===== src/rtl/sw_display_pager.sv =====
// sw_display_pager
//   Chooses which digit pair of a stopwatch is shown on two 7-segment
//   displays. A debounced push button steps through three pages. While the
//   stopwatch is paused with a non-zero time, the display blinks.
//
// Ports
//   i_Clk        system clock, rising edge
//   i_Rst        asynchronous active-high reset
//   i_Switch_3   raw page-select button (high = pressed, bouncing)
//   i_Running    high while the stopwatch is counting
//   i_Digits     {M1,M0,S1,S0,C1,C0} BCD digits
//   o_Segments1  tens display {G,F,E,D,C,B,A}, active-low
//   o_Segments2  units display, same encoding
//   o_Page       0 = centiseconds, 1 = seconds, 2 = minutes
module sw_display_pager #(
  parameter int DEBOUNCE_TIME = 250_000,
  parameter int BLINK_TIME    = 6_250_000
) (
  input  logic        i_Clk,
  input  logic        i_Rst,
  input  logic        i_Switch_3,
  input  logic        i_Running,
  input  logic [23:0] i_Digits,
  output logic [6:0]  o_Segments1,
  output logic [6:0]  o_Segments2,
  output logic [1:0]  o_Page
);

  localparam int DB_W = (DEBOUNCE_TIME > 1) ? $clog2(DEBOUNCE_TIME) : 1;
  localparam int BL_W = (BLINK_TIME > 1) ? $clog2(BLINK_TIME) : 1;
  localparam logic [6:0] SEG_OFF  = 7'h7F;
  localparam logic [6:0] SEG_DASH = 7'h3F;

  logic [DB_W-1:0] db_cnt;
  logic            sw_db;
  logic            sw_db_q;
  logic [BL_W-1:0] blink_cnt;
  logic            phase_on;
  logic            blink_hold;
  logic [3:0]      tens;
  logic [3:0]      units;
  logic [6:0]      seg1_next;
  logic [6:0]      seg2_next;

  function automatic logic [6:0] seg7(input logic [3:0] d);
    case (d)
      4'd0:    seg7 = 7'h40;
      4'd1:    seg7 = 7'h79;
      4'd2:    seg7 = 7'h24;
      4'd3:    seg7 = 7'h30;
      4'd4:    seg7 = 7'h19;
      4'd5:    seg7 = 7'h12;
      4'd6:    seg7 = 7'h02;
      4'd7:    seg7 = 7'h78;
      4'd8:    seg7 = 7'h00;
      4'd9:    seg7 = 7'h10;
      default: seg7 = SEG_DASH;
    endcase
  endfunction

  // Debouncer: the raw level must differ from the accepted level for
  // DEBOUNCE_TIME consecutive cycles before it is accepted.
  always_ff @(posedge i_Clk or posedge i_Rst) begin
    if (i_Rst) begin
      db_cnt  <= '0;
      sw_db   <= 1'b0;
      sw_db_q <= 1'b0;
    end else begin
      sw_db_q <= sw_db;
      if (i_Switch_3 != sw_db) begin
        if (db_cnt == DB_W'(DEBOUNCE_TIME - 1)) begin
          sw_db  <= i_Switch_3;
          db_cnt <= '0;
        end else begin
          db_cnt <= db_cnt + 1'b1;
        end
      end else begin
        db_cnt <= '0;
      end
    end
  end

  // Page advances one cycle after the debounced level rises. Any value
  // other than 0 or 1 (including the unreachable 3) wraps to 0.
  always_ff @(posedge i_Clk or posedge i_Rst) begin
    if (i_Rst) begin
      o_Page <= 2'd0;
    end else if (sw_db && !sw_db_q) begin
      case (o_Page)
        2'd0:    o_Page <= 2'd1;
        2'd1:    o_Page <= 2'd2;
        default: o_Page <= 2'd0;
      endcase
    end
  end

  // Blink only while paused with a non-zero time; otherwise held "on".
  assign blink_hold = i_Running || (i_Digits == 24'd0);

  always_ff @(posedge i_Clk or posedge i_Rst) begin
    if (i_Rst) begin
      blink_cnt <= '0;
      phase_on  <= 1'b1;
    end else if (blink_hold) begin
      blink_cnt <= '0;
      phase_on  <= 1'b1;
    end else if (blink_cnt == BL_W'(BLINK_TIME - 1)) begin
      blink_cnt <= '0;
      phase_on  <= ~phase_on;
    end else begin
      blink_cnt <= blink_cnt + 1'b1;
    end
  end

  always_comb begin
    tens      = i_Digits[7:4];
    units     = i_Digits[3:0];
    seg1_next = SEG_OFF;
    seg2_next = SEG_OFF;
    case (o_Page)
      2'd1: begin
        tens  = i_Digits[15:12];
        units = i_Digits[11:8];
      end
      2'd2: begin
        tens  = i_Digits[23:20];
        units = i_Digits[19:16];
      end
      default: begin
        tens  = i_Digits[7:4];
        units = i_Digits[3:0];
      end
    endcase
    if (phase_on) begin
      // Leading-zero suppression applies to minutes only.
      seg1_next = ((o_Page == 2'd2) && (tens == 4'd0)) ? SEG_OFF : seg7(tens);
      seg2_next = seg7(units);
    end
  end

  always_ff @(posedge i_Clk or posedge i_Rst) begin
    if (i_Rst) begin
      o_Segments1 <= SEG_OFF;
      o_Segments2 <= SEG_OFF;
    end else begin
      o_Segments1 <= seg1_next;
      o_Segments2 <= seg2_next;
    end
  end

endmodule


===== config.mk =====
export PLATFORM = sky130hd
export DESIGN_NAME = sw_display_pager
export DESIGN_NICKNAME = d
export VERILOG_FILES = /design/src/rtl/sw_display_pager.sv
export SDC_FILE = /design/constraint.sdc
export NUM_CORES = 1
export LEC_CHECK = 0
export ABC_AREA = 1
export CORE_MARGIN = 3
export CORE_UTILIZATION = 61
export CTS_CLUSTER_SIZE = 25
export DETAILED_ROUTE_END_ITERATION = 8
export MAX_ROUTING_LAYER = met4
export PLACE_DENSITY = 0.86
export SLEW_MARGIN = 20
export SYNTH_ARGS = -nofsm -noshare
export SYNTH_HDL_FRONTEND = slang
export SYNTH_SLANG_ARGS = --single-unit

===== constraint.sdc =====
create_clock -name i_Clk -period 4.3 [get_ports i_Clk]
set_input_delay 0.86 -clock i_Clk [delete_from_list [all_inputs] [get_ports i_Clk]]
set_output_delay 0.86 -clock i_Clk [all_outputs]
set_load 0.005 [all_outputs]

==> results by group, run 1 <==
Setup path
  – Crit Path Class: register to register
  – CP arrival: 2.54 ns
  – Largest fanout on the critical path: 10
  – Setup crit start kind: register
  – WP data required: 4.58 ns
  – CP endpoint kind: register
  – FF-to-FF setup slack: 2.04 ns

Placement
  – DP HPWL: 5970 microns
  – RePlAce Congestion: 0.865
  – Area after DPL: 4210 sq um
  – Setup WS pre-CTS: ~1.8 ns
  – IO buf count: 43

Logic synthesis
  – Post-Syn Area: 3710 sq um
  – Synth cell count leaders: nand2_1 (143), nor2_1 (90), inv_1 (54)
  – Yosys top cell by area: dfrtp_1
  – Largest cells by area after synthesis: dfrtp_1 (30%), nand2_1 (14%), dfstp_2 (11%), nor2_1 (9.1%), inv_1 (5.5%)
  – Post-synth EDFFs: 0
  – Mapped Cells: 505
  – Netlist cell types: 32
  – Yosys warning count: 0
  – Most common cell in the netlist: nand2_1
  – Ys async rst share: 100%
  – Sequential area share after synthesis: 40.9%
  – Syn Nets: 545
  – Top FF cell, synth: dfrtp_1
  – Synthesized area per cell: 7.35 sq um
  – Post-synth top area share: 30.3%
  – #FFs+latches synth: 60

Clocking
  – Hold-fix buffers at CTS: 0
  – # Post-CTS Setup Buffers: 0
  – CTS tree: built
  – Post-cts sizing count: 0
  – Clock Sinks: 60
  – CTS H-Tree Depth: 3
  – CTS Buffer Depth: 2
  – Clk slew on worst S/H paths: 0.07 ns
  – Clk_lat worst skew: 0.33 ns
  – Num CTS Buffers: 9
  – CTS root buffer: clkbuf_8

Floorplanning
  – Initial Util: between 60% and 70%
  – IO Pins: 44
  – # rows: 27
  – Die X: roughly 84 microns
  – Die height: 84.0 microns
  – Core footprint: 5710 sq um
  – Die area: just over 7000 sq um

Timing
  – Setup ws final: 2.04 ns
  – Period utilization: 52.5%
  – Highest clock rate: ~440 MHz
  – Worst slew pin tran: 0.610 ns
  – Fin crit period: 2.26 ns
  – Final Hold Fails: 0
  – Pins Over Slew Limit: 0
  – Setup TNS: 0 ns
  – Final setup violation count: 0
  – RSZ-0062 raised after global routing: false
  – Rel. slew slack: between 50% and 60%
  – Max Clock Skew: 0.00795 ns

Power and ir drop
  – Power per cell area: 402 nW/um^2
  – Worst VDD drop: 348 uV
  – Static leakage: 1.95 nW

Outcome
  – Status: finished, final reports clean

Final layout
  – Fillers: 407
  – Final nets: 597
  – Antenna Cells: 0
  – Area Overhead vs Synth: 18.4%
  – Layout cells sized above 1: 13.9%
  – Final Cell Area: 4400 sq um

GRT
  – Vias in the first global route: 3123
  – Initial antenna violation count: 0
  – GRT Overall Usage: 23.5%
  – GR Overflow Total: 0
  – First-pass GRT wire length: 13200 microns
  – Largest net degree at the start of global routing: 30

Routing
  – DRT iter0 DRCs: 212
  – Wire length per cell: 12.3 microns
  – 1st-pass router iterations: 5
  – # DRC: 0
  – Drt via density: 5.25
  – Routed wire length: 7800 microns
  – Post-route ant nets: 0
  – DR vias: ~3300

Job
  – Number of max-cap violations: 0

Min path
  – Hold crit path type: register to register
## worst max-delay path: stages (launching register included)
cell      delay [ns]
dfrtp_1         0.39
inv_1           0.09
ha_1            0.56
inv_4           0.11
nand2_1         0.08
a21boi_4        0.24
inv_1           0.09
ha_1            0.29
inv_1           0.05
o21ai_0         0.16
nand2_1         0.07
nand2_1         0.06
## layout make-up
type	instances	area [sq um]	share of cell area (%)
clock buffers	11	131	2.99
clock inverters	5	52.6	1.20
inverters	59	224	5.10
multi-input cells	382	1930	44.0
flip-flops and latches	60	1520	34.6
well taps	72	90.1	2.05
repair buffers	45	445	10.1
## worst paths after layout
path,start,to,cells past startpoint
max,o_Page[0],o_Segments1[3],11
min,sw_db,sw_db_q,0
max reg2reg,o_Page[0],o_Segments1[3],11
min reg2reg,sw_db,sw_db_q,0
max in group asynchronous,i_Rst,o_Segments2[0],3
min in group asynchronous,i_Rst,o_Page[0],2
## sequential cells by signal, indices dropped and copies added (netlist names)
name and cells:
blink_cnt 23, db_cnt 18, o_Page 2, o_Segments1 7, o_Segments2 7, phase_on 1
sw_db 1, sw_db_q 1
## cell usage in the layout (no fill, tap or decap), drive strengths merged, types with 2 or more instances in the layout
master	instances
a21oi	10
buf	2
clkbuf	11
clkdlybuf4s50	43
clkinv	3
dfrtp	45
dfstp	15
ha	12
inv	59
nand2	154
nand3	42
nand4	8
nor2	111
nor3	8
o21ai	12
xnor2	7
xor2	13
## layer usage
layer	wire length, microns	GRT usage (%)
met4	150	9.36
met2	3900	40.8
met1	3370	26.6
met3	378	4.44
met5	0	-
## stage by stage
step / total power [W] / hold WS [ns] / util (%) / std cells
floorplan: 0.00105 / 0.442 / - / 505
detailed placement: 0.00129 / 0.461 / 73.8 / 618
CTS: 0.00178 / 0.472 / 77.0 / 634
finish: 0.00177 / 0.470 / 77.0 / 634
global placement: 0.00126 / 0.451 / 73.8 / 618
global route: 0.00187 / 0.504 / 77.0 / 634
## where the power goes
part | switching [W] | internal [W] | total [W]
sequential | 0.0000311 | 0.000686 | 0.000717
combinational | 0.000308 | 0.000259 | 0.000566
clock | 0.000218 | 0.000265 | 0.000483
## cells by family after synthesis
| logic type | after synthesis | share of synthesized area (%) |
|---|---|---|
| AND/OR/NAND/NOR | 325 | 38.6 |
| buffers and inverters | 63 | 7.04 |
| flip-flops | 60 | 40.9 |
| AO/OA/AOI/OAI | 25 | 4.45 |
| XOR/XNOR | 20 | 4.92 |
| adder cells (fa/ha/maj) | 12 | 4.04 |
(Power assumes the default switching activity.)
==> run 2, diff against run 1 <==
--- a/config.mk
+++ b/config.mk
@@ -7,11 +7,11 @@
 export LEC_CHECK = 0
 export ABC_AREA = 1
 export CORE_MARGIN = 3
-export CORE_UTILIZATION = 61
+export CORE_UTILIZATION = 51
 export CTS_CLUSTER_SIZE = 25
 export DETAILED_ROUTE_END_ITERATION = 8
 export MAX_ROUTING_LAYER = met4
-export PLACE_DENSITY = 0.86
+export PLACE_DENSITY = 0.77
 export SLEW_MARGIN = 20
 export SYNTH_ARGS = -nofsm -noshare
 export SYNTH_HDL_FRONTEND = slang
==> constraint.sdc (replaced) <==
create_clock -name i_Clk -period 1.9 [get_ports i_Clk]
set_input_delay 0.38 -clock i_Clk [delete_from_list [all_inputs] [get_ports i_Clk]]
set_output_delay 0.38 -clock i_Clk [all_outputs]
set_load 0.005 [all_outputs]
==> run 2 against run 1 <==
Utilization fell by 10 points. Global-route usage decreased by 1.6 points. Non-clock buffer count grew 19. Largest cell class unchanged. Register-to-register slack got worse by 2.0 ns. Sequential share of layout area fell by 1.8 points. Worst hold slack worse by 0.15 ns. Cell area rose by 5.4%. Via count decreased by 0.54%. Total power rose by 130%. Worst setup slack got worse by 2.0 ns. Maximum frequency rose by 25%.
==> results by group, run 2 (same netlist as run 1, synthesis figures left out) <==
Outcome
  – Status: finished, final reports clean

Clocking
  – CTS tree: built
  – CTS root buffer: clkbuf_8
  – Num CTS Buffers: 9 (unchanged)
  – Clk_lat worst skew: 0.34 ns (about the same)
  – CTS Buffer Depth: 2 (unchanged)
  – Clock Sinks: 60 (unchanged)
  – CTS H-Tree Depth: 3 (unchanged)
  – Clk slew on worst S/H paths: 0.07 ns (about the same)

Floorplanning
  – Core footprint: 6940 sq um (+22%)
  – Die X: 91.3 microns (+8.7%)
  – # rows: 30 (+11%)
  – Die area: 8340 sq um (+18%)
  – Die height: 91.3 microns (+8.7%)
  – IO Pins: 44 (unchanged)
  – Initial Util: 53.5% (-12 points)

Timing
  – WHS: 0.318 ns (-0.152 ns)
  – Worst slew pin tran: 0.404 ns (-0.206 ns)
  – Final Hold Fails: 0 (unchanged)
  – Period utilization: 95.4% (+43 points)
  – Final setup violation count: 0 (unchanged)
  – Rel. slew slack: 72.9% (+14 points)
  – Pins Over Slew Limit: 0 (unchanged)
  – Fin crit period: 1.81 ns (-0.445 ns)
  – Setup ws final: 0.0873 ns (-1.96 ns)
  – Max Clock Skew: 0.0103 ns (+0.00238 ns)
  – Highest clock rate: 552 MHz (+25%)

GRT
  – Initial antenna violation count: 0 (unchanged)
  – GRT Overall Usage: 21.9% (-1.6 points)
  – First-pass GRT wire length: 14400 microns (+8.7%)
  – Vias in the first global route: 3301 (+5.7%)
  – GR Overflow Total: 0 (unchanged)
  – Largest net degree at the start of global routing: 42 (+40%)

Final layout
  – Area Overhead vs Synth: 24.8%
  – Commonest non-fill, non-tap cells in the layout: nand2_1 (139), nor2_1 (90), inv_1 (48), dfrtp_1 (45), clkdlybuf4s50_1 (43)
  – Layout Utilization: 66.7% (-10 points)
  – Biggest regs: blink_cnt x23, db_cnt x18
  – Antenna Cells: 0 (unchanged)
  – Commonest non-fill, non-tap cell in the layout: nand2_1
  – Final Cell Area: 4630 sq um (+5.4%)
  – Layout cells sized above 1: 19.4% (+5.6 points)
  – Largest register FFs: 23 (unchanged)
  – Biggest register: blink_cnt
  – Final nets: 616 (+3.2%)

Placement
  – Setup WS pre-CTS: -0.0490 ns (-1.87 ns)
  – IO buf count: 43 (unchanged)
  – Area after DPL: 4390 sq um (+4.3%)
  – DP HPWL: 6370 microns (+6.6%)
  – RePlAce Congestion: 0.912 (+5.5%)

Routing
  – Routed wire length: 8380 microns (+7.4%)
  – DRT iter0 DRCs: 152 (-28%)
  – Drt via density: 4.89 (-6.9%)
  – # DRC: 0 (unchanged)
  – Wire length per cell: 12.4 microns (+0.62%)
  – Post-route ant nets: 0 (unchanged)
  – 1st-pass router iterations: 4 (-1)
  – DR vias: 3312 (-0.54%)

Power and ir drop
  – Switching pwr: 0.00134 W (+140%)
  – Power per cell area: 893 nW/um^2 (+120%)
  – Clock power share: 24.5% (-2.8 points)
  – Internal: 0.00279 W (+130%)
  – Sw frac: 32.5% (+0.96 points)
  – Worst VDD drop: 842 uV (+140%)
  – Static leakage: 2.04 nW (+4.6%)
  – Sequential power share: 39.0% (-1.6 points)
  – Combinational share of power: 36.5% (+4.4 points)

Min path
  – Hold crit path type: primary input to async pin

Job
  – Number of max-cap violations: 0 (unchanged)

Setup path
  – Crit Path Class: register to register
  – WP data required: 2.18 ns (-2.40 ns)
  – Largest fanout on the critical path: 5 (-5)
  – FF-to-FF setup slack: 0.09 ns (-1.96 ns)
  – CP endpoint kind: register
  – CP arrival: 2.09 ns (-0.45 ns)
  – Setup crit start kind: register
[run 2: path summary, 6_finish.rpt]
path / startpoint / end / cells past startpoint
setup / recovery: o_Page[1] / o_Segments1[4] / 11
hold / removal: i_Rst / sw_db / 2
setup reg to reg: o_Page[1] / o_Segments1[4] / 11
hold reg to reg: sw_db / sw_db_q / 0
max in group asynchronous: i_Rst / o_Segments1[6] / 3
min in group i_Clk: sw_db / sw_db_q / 0
[run 2: timing repair]
| action | 4_1_cts | 5_1_grt |
|---|---|---|
| hold buffers | 0 | 0 |
| buffers inserted | 0 | 2 |
| pin swaps | 0 | 4 |
| endpoints found under the hold margin | 0 | 0 |
| gates resized for setup | 5 | 15 |
| endpoints found under the setup margin | 12 | 14 |
[run 2: stage by stage]
step	TNS [ns]	power, W	instances
2_1_floorplan	0	0.00238	505
3_3_place_gp	0	0.00301	659
3_5_place_dp	-0.178	0.00306	659
4_1_cts	0	0.00411	675
5_1_grt	-0.0408	0.00441	677
6_report	0	0.00414	677
[run 2: area by class of cell]
class | instances | area (sq um)
clock buffers | 11 | 141
clock inverters | 5 | 27.5
fillers | 581 | 2310
inverters | 59 | 224
multi-input cells | 382 | 1990
flip-flops and latches | 60 | 1520
well taps | 96 | 120
repair buffers | 64 | 613
[run 2: layer usage]
layer	up-vias	global-route usage [%]	share of wire, %	wire length (microns)
li1	1716	-	-	-
met5	-	-	0	0
met2	52	37.5	52	4320
met3	14	4.81	3.3	276
met4	0	7.16	1.4	116
met1	1530	25.4	44	3670
[run 2: worst max-delay path, stage by stage (launching register included)]
cell and delay, ns:
dfrtp_1 0.37, inv_2 0.08, ha_4 0.32, inv_4 0.04, nand2_1 0.05, a21boi_4 0.22, ha_2 0.21, nand2_1 0.05
nand3b_1 0.16, nand2_2 0.10, inv_1 0.06, nand3_1 0.07
[run 2: power by group through the flow]
| stage | Combinational, W | Sequential (W) | Clock [W] |
|---|---|---|---|
| finish | 0.00151 | 0.00162 | 0.00101 |
| floorplan | 0.000728 | 0.00166 | 0 |
| CTS | 0.00145 | 0.00161 | 0.00104 |
| global route | 0.00168 | 0.00163 | 0.00110 |
| detailed placement | 0.00143 | 0.00164 | 0 |
| global placement | 0.00138 | 0.00164 | 0 |
==> run 3, diff against run 2 <==
--- a/config.mk
+++ b/config.mk
@@ -11,7 +11,8 @@
 export CTS_CLUSTER_SIZE = 25
 export DETAILED_ROUTE_END_ITERATION = 8
 export MAX_ROUTING_LAYER = met4
-export PLACE_DENSITY = 0.77
+export PLACE_DENSITY = 0.8
+export REMOVE_ABC_BUFFERS = 1
 export SLEW_MARGIN = 20
 export SYNTH_ARGS = -nofsm -noshare
 export SYNTH_HDL_FRONTEND = slang
==> run 3 against run 2 <==
Via count is 0.18% lower. Register-to-register slack better by 0.03 ns. Cell area is 0.51% higher. Sequential cell count stayed put. First-iteration DRC count is 24% higher. Sequential share of layout area is 0.17 points lower. Count of clock-buffer cells in the layout is 1 higher. Sequential power hardly changed. Clock skew is 0.00094 ns higher. Utilization is 0.34 points higher. Critical path type unchanged. Largest cell class unchanged.
==> results by group, run 3 (same netlist as run 1, synthesis figures left out) <==
Setup path
  – CP arrival: 2.05 ns (-0.04 ns)
  – Crit Path Class: register to register
  – CP endpoint kind: register
  – Largest fanout on the critical path: 5 (unchanged)
  – Setup crit start kind: register
  – WP data required: 2.17 ns (about the same)

Power and ir drop
  – Clock power share: 29.3% (+4.8 points)
  – Sequential power share: 36.8% (-2.2 points)
  – Static leakage: 2.05 nW (+0.65%)
  – Switching pwr: 0.00131 W (-2.9%)
  – Combinational share of power: 33.8% (-2.7 points)
  – Power per cell area: 938 nW/um^2 (+5.0%)
  – Worst VDD drop: 730 uV (-13%)
  – Sw frac: 29.9% (-2.6 points)
  – Internal: 0.00306 W (+9.6%)
  – Total Power: 0.00437 W (+5.6%)

Timing
  – Pins Over Slew Limit: 0 (unchanged)
  – Highest clock rate: 562 MHz (+2.0%)
  – Setup ws final: 0.122 ns (+0.0349 ns)
  – Final Hold Fails: 0 (unchanged)
  – Max Clock Skew: 0.0113 ns (+0.000937 ns)
  – Fin crit period: 1.78 ns (-0.0349 ns)
  – Setup TNS: 0 ns (unchanged)
  – Rel. slew slack: 70.6% (-2.3 points)
  – Final setup violation count: 0 (unchanged)
  – RSZ-0062 raised after global routing: false
  – Worst slew pin tran: 0.439 ns (+0.0348 ns)
  – Period utilization: 93.6% (-1.8 points)

Final layout
  – Largest register FFs: 23 (unchanged)
  – Area Overhead vs Synth: 25.4%
  – Commonest non-fill, non-tap cell in the layout: nand2_1
  – Antenna Cells: 0 (unchanged)
  – Commonest non-fill, non-tap cells in the layout: nand2_1 (143), nor2_1 (90), inv_1 (50), dfrtp_1 (45), clkdlybuf4s50_1 (43)
  – Biggest regs: blink_cnt x23, db_cnt x18
  – Final Cell Area: 4660 sq um (+0.51%)
  – Biggest register: blink_cnt
  – Layout cells sized above 1: 17.4% (-2.0 points)
  – Final nets: 614 (-0.32%)

Floorplanning
  – # rows: 30 (unchanged)
  – Die area: 8340 sq um (unchanged)
  – IO Pins: 44 (unchanged)
  – Die X: 91.3 microns (unchanged)
  – Initial Util: 53.5% (unchanged)
  – Die height: 91.3 microns (unchanged)
  – Core footprint: 6940 sq um (unchanged)

Routing
  – # DRC: 0 (unchanged)
  – DR vias: 3306 (-0.18%)
  – Drt via density: 4.90 (+0.11%)
  – DRT iter0 DRCs: 188 (+24%)
  – Post-route ant nets: 0 (unchanged)
  – Routed wire length: 7900 microns (-5.6%)
  – 1st-pass router iterations: 4 (unchanged)
  – Wire length per cell: 11.7 microns (-5.4%)

GRT
  – GRT Overall Usage: 21.2% (-0.63 points)
  – Vias in the first global route: 3269 (-0.97%)
  – Met2 usage in global routing: 36.1% (-1.3 points)
  – Met3 Track Usage GR: 5.05% (+0.25 points)
  – GR Overflow Total: 0 (unchanged)
  – Largest net degree at the start of global routing: 50 (+19%)
  – First-pass GRT wire length: 13900 microns (-3.1%)
  – Most Crowded Layer GR: met2
  – GR Layer Usage met1: 24.6% (-0.89 points)
  – Initial antenna violation count: 0 (unchanged)

Placement
  – RePlAce Congestion: 0.897 (-1.6%)
  – Area after DPL: 4390 sq um (unchanged)
  – DP HPWL: 5970 microns (-6.3%)
  – IO buf count: 43 (unchanged)
  – Setup WS pre-CTS: -0.0109 ns (+0.0381 ns)

Clocking
  – # Post-CTS Setup Buffers: 0 (unchanged)
  – Hold-fix buffers at CTS: 0 (unchanged)
  – CTS root buffer: clkbuf_8
  – Num CTS Buffers: 9 (unchanged)
  – CTS tree: built
  – CTS Buffer Depth: 2 (unchanged)
  – CTS H-Tree Depth: 3 (unchanged)
  – Clk_lat worst skew: 0.35 ns (about the same)
  – Clock Sinks: 60 (unchanged)
  – Clk slew on worst S/H paths: 0.07 ns (about the same)

Outcome
  – Status: finished, final reports clean

Job
  – Number of max-cap violations: 0 (unchanged)

Min path
  – Hold crit path type: primary input to async pin
==> run 3: cell count changes in the layout (fill, tap and decap cells not counted), sizes merged <==
cell    before  now
buf         21   19
bufinv       0    2
clkbuf      11   12
clkinv       4    1
==> run 3: layer usage <==
layer  part of all wire (%)  up-vias
li1                       -     1707
met1                     44     1517
met3                    3.7       16
met5                      0        -
met2                     50       66
met4                    2.1        0
==> run 3: layout make-up <==
type                            instances  area [sq um]
Timing Repair Buffer                   62           598
Sequential cell                        60          1520
Multi-Input combinational cell        382          1980
Tap cell                               96           120
Fill cell                             568          2290
Clock buffer                           12           145
Inverter                               59           224
Clock inverter                          4          72.6
==> run 3: critical path, cell delays in order (launching register included) <==
cell	delay [ns]
dfrtp_1	0.39
inv_2	0.11
ha_4	0.24
buf_4	0.15
a21boi_4	0.16
inv_1	0.08
ha_1	0.18
or2_1	0.23
o211ai_1	0.10
nand2_1	0.07
==> run 3: final timing paths <==
check | start | endpoint | slack (ns) | depth (start not counted)
worst max-delay path | o_Page[0] | o_Segments1[6] | 0.12 | 9
worst min-delay path | i_Rst | sw_db | 0.28 | 2
worst max register to register | o_Page[0] | o_Segments1[6] | 0.12 | 9
worst min register to register | sw_db | sw_db_q | 0.48 | 0
max in group asynchronous | i_Rst | o_Segments2[6] | 1.02 | 3
min in group i_Clk | sw_db | sw_db_q | 0.48 | 0
==> run 3: timing repair <==
action                                  4_1_cts  5_1_grt
endpoints found under the setup margin        3       12
gates resized for setup                       3        9
pin swaps                                     0        1
gates cloned                                  0        0
==> run 3: power groups by stage <==
| stage | registers, W | logic (W) | clock network (W) |
|---|---|---|---|
| floorplan | 0.00166 | 0.000703 | 0 |
| global placement | 0.00163 | 0.00139 | 0 |
| detailed placement | 0.00163 | 0.00142 | 0 |
| CTS | 0.00161 | 0.00144 | 0.00131 |
| global route | 0.00162 | 0.00165 | 0.00137 |
| finish | 0.00161 | 0.00148 | 0.00128 |
==> run 3: stage by stage <==
| stage | util, % | hold WS [ns] | cells |
|---|---|---|---|
| final | 67.1 | 0.279 | 675 |
| after global routing | 67.1 | 0.311 | 675 |
| after CTS | 66.5 | 0.282 | 675 |
| after detailed placement | 63.3 | 0.468 | 659 |
| after global placement | 63.3 | 0.457 | 659 |
| after floorplan | - | 0.442 | 501 |
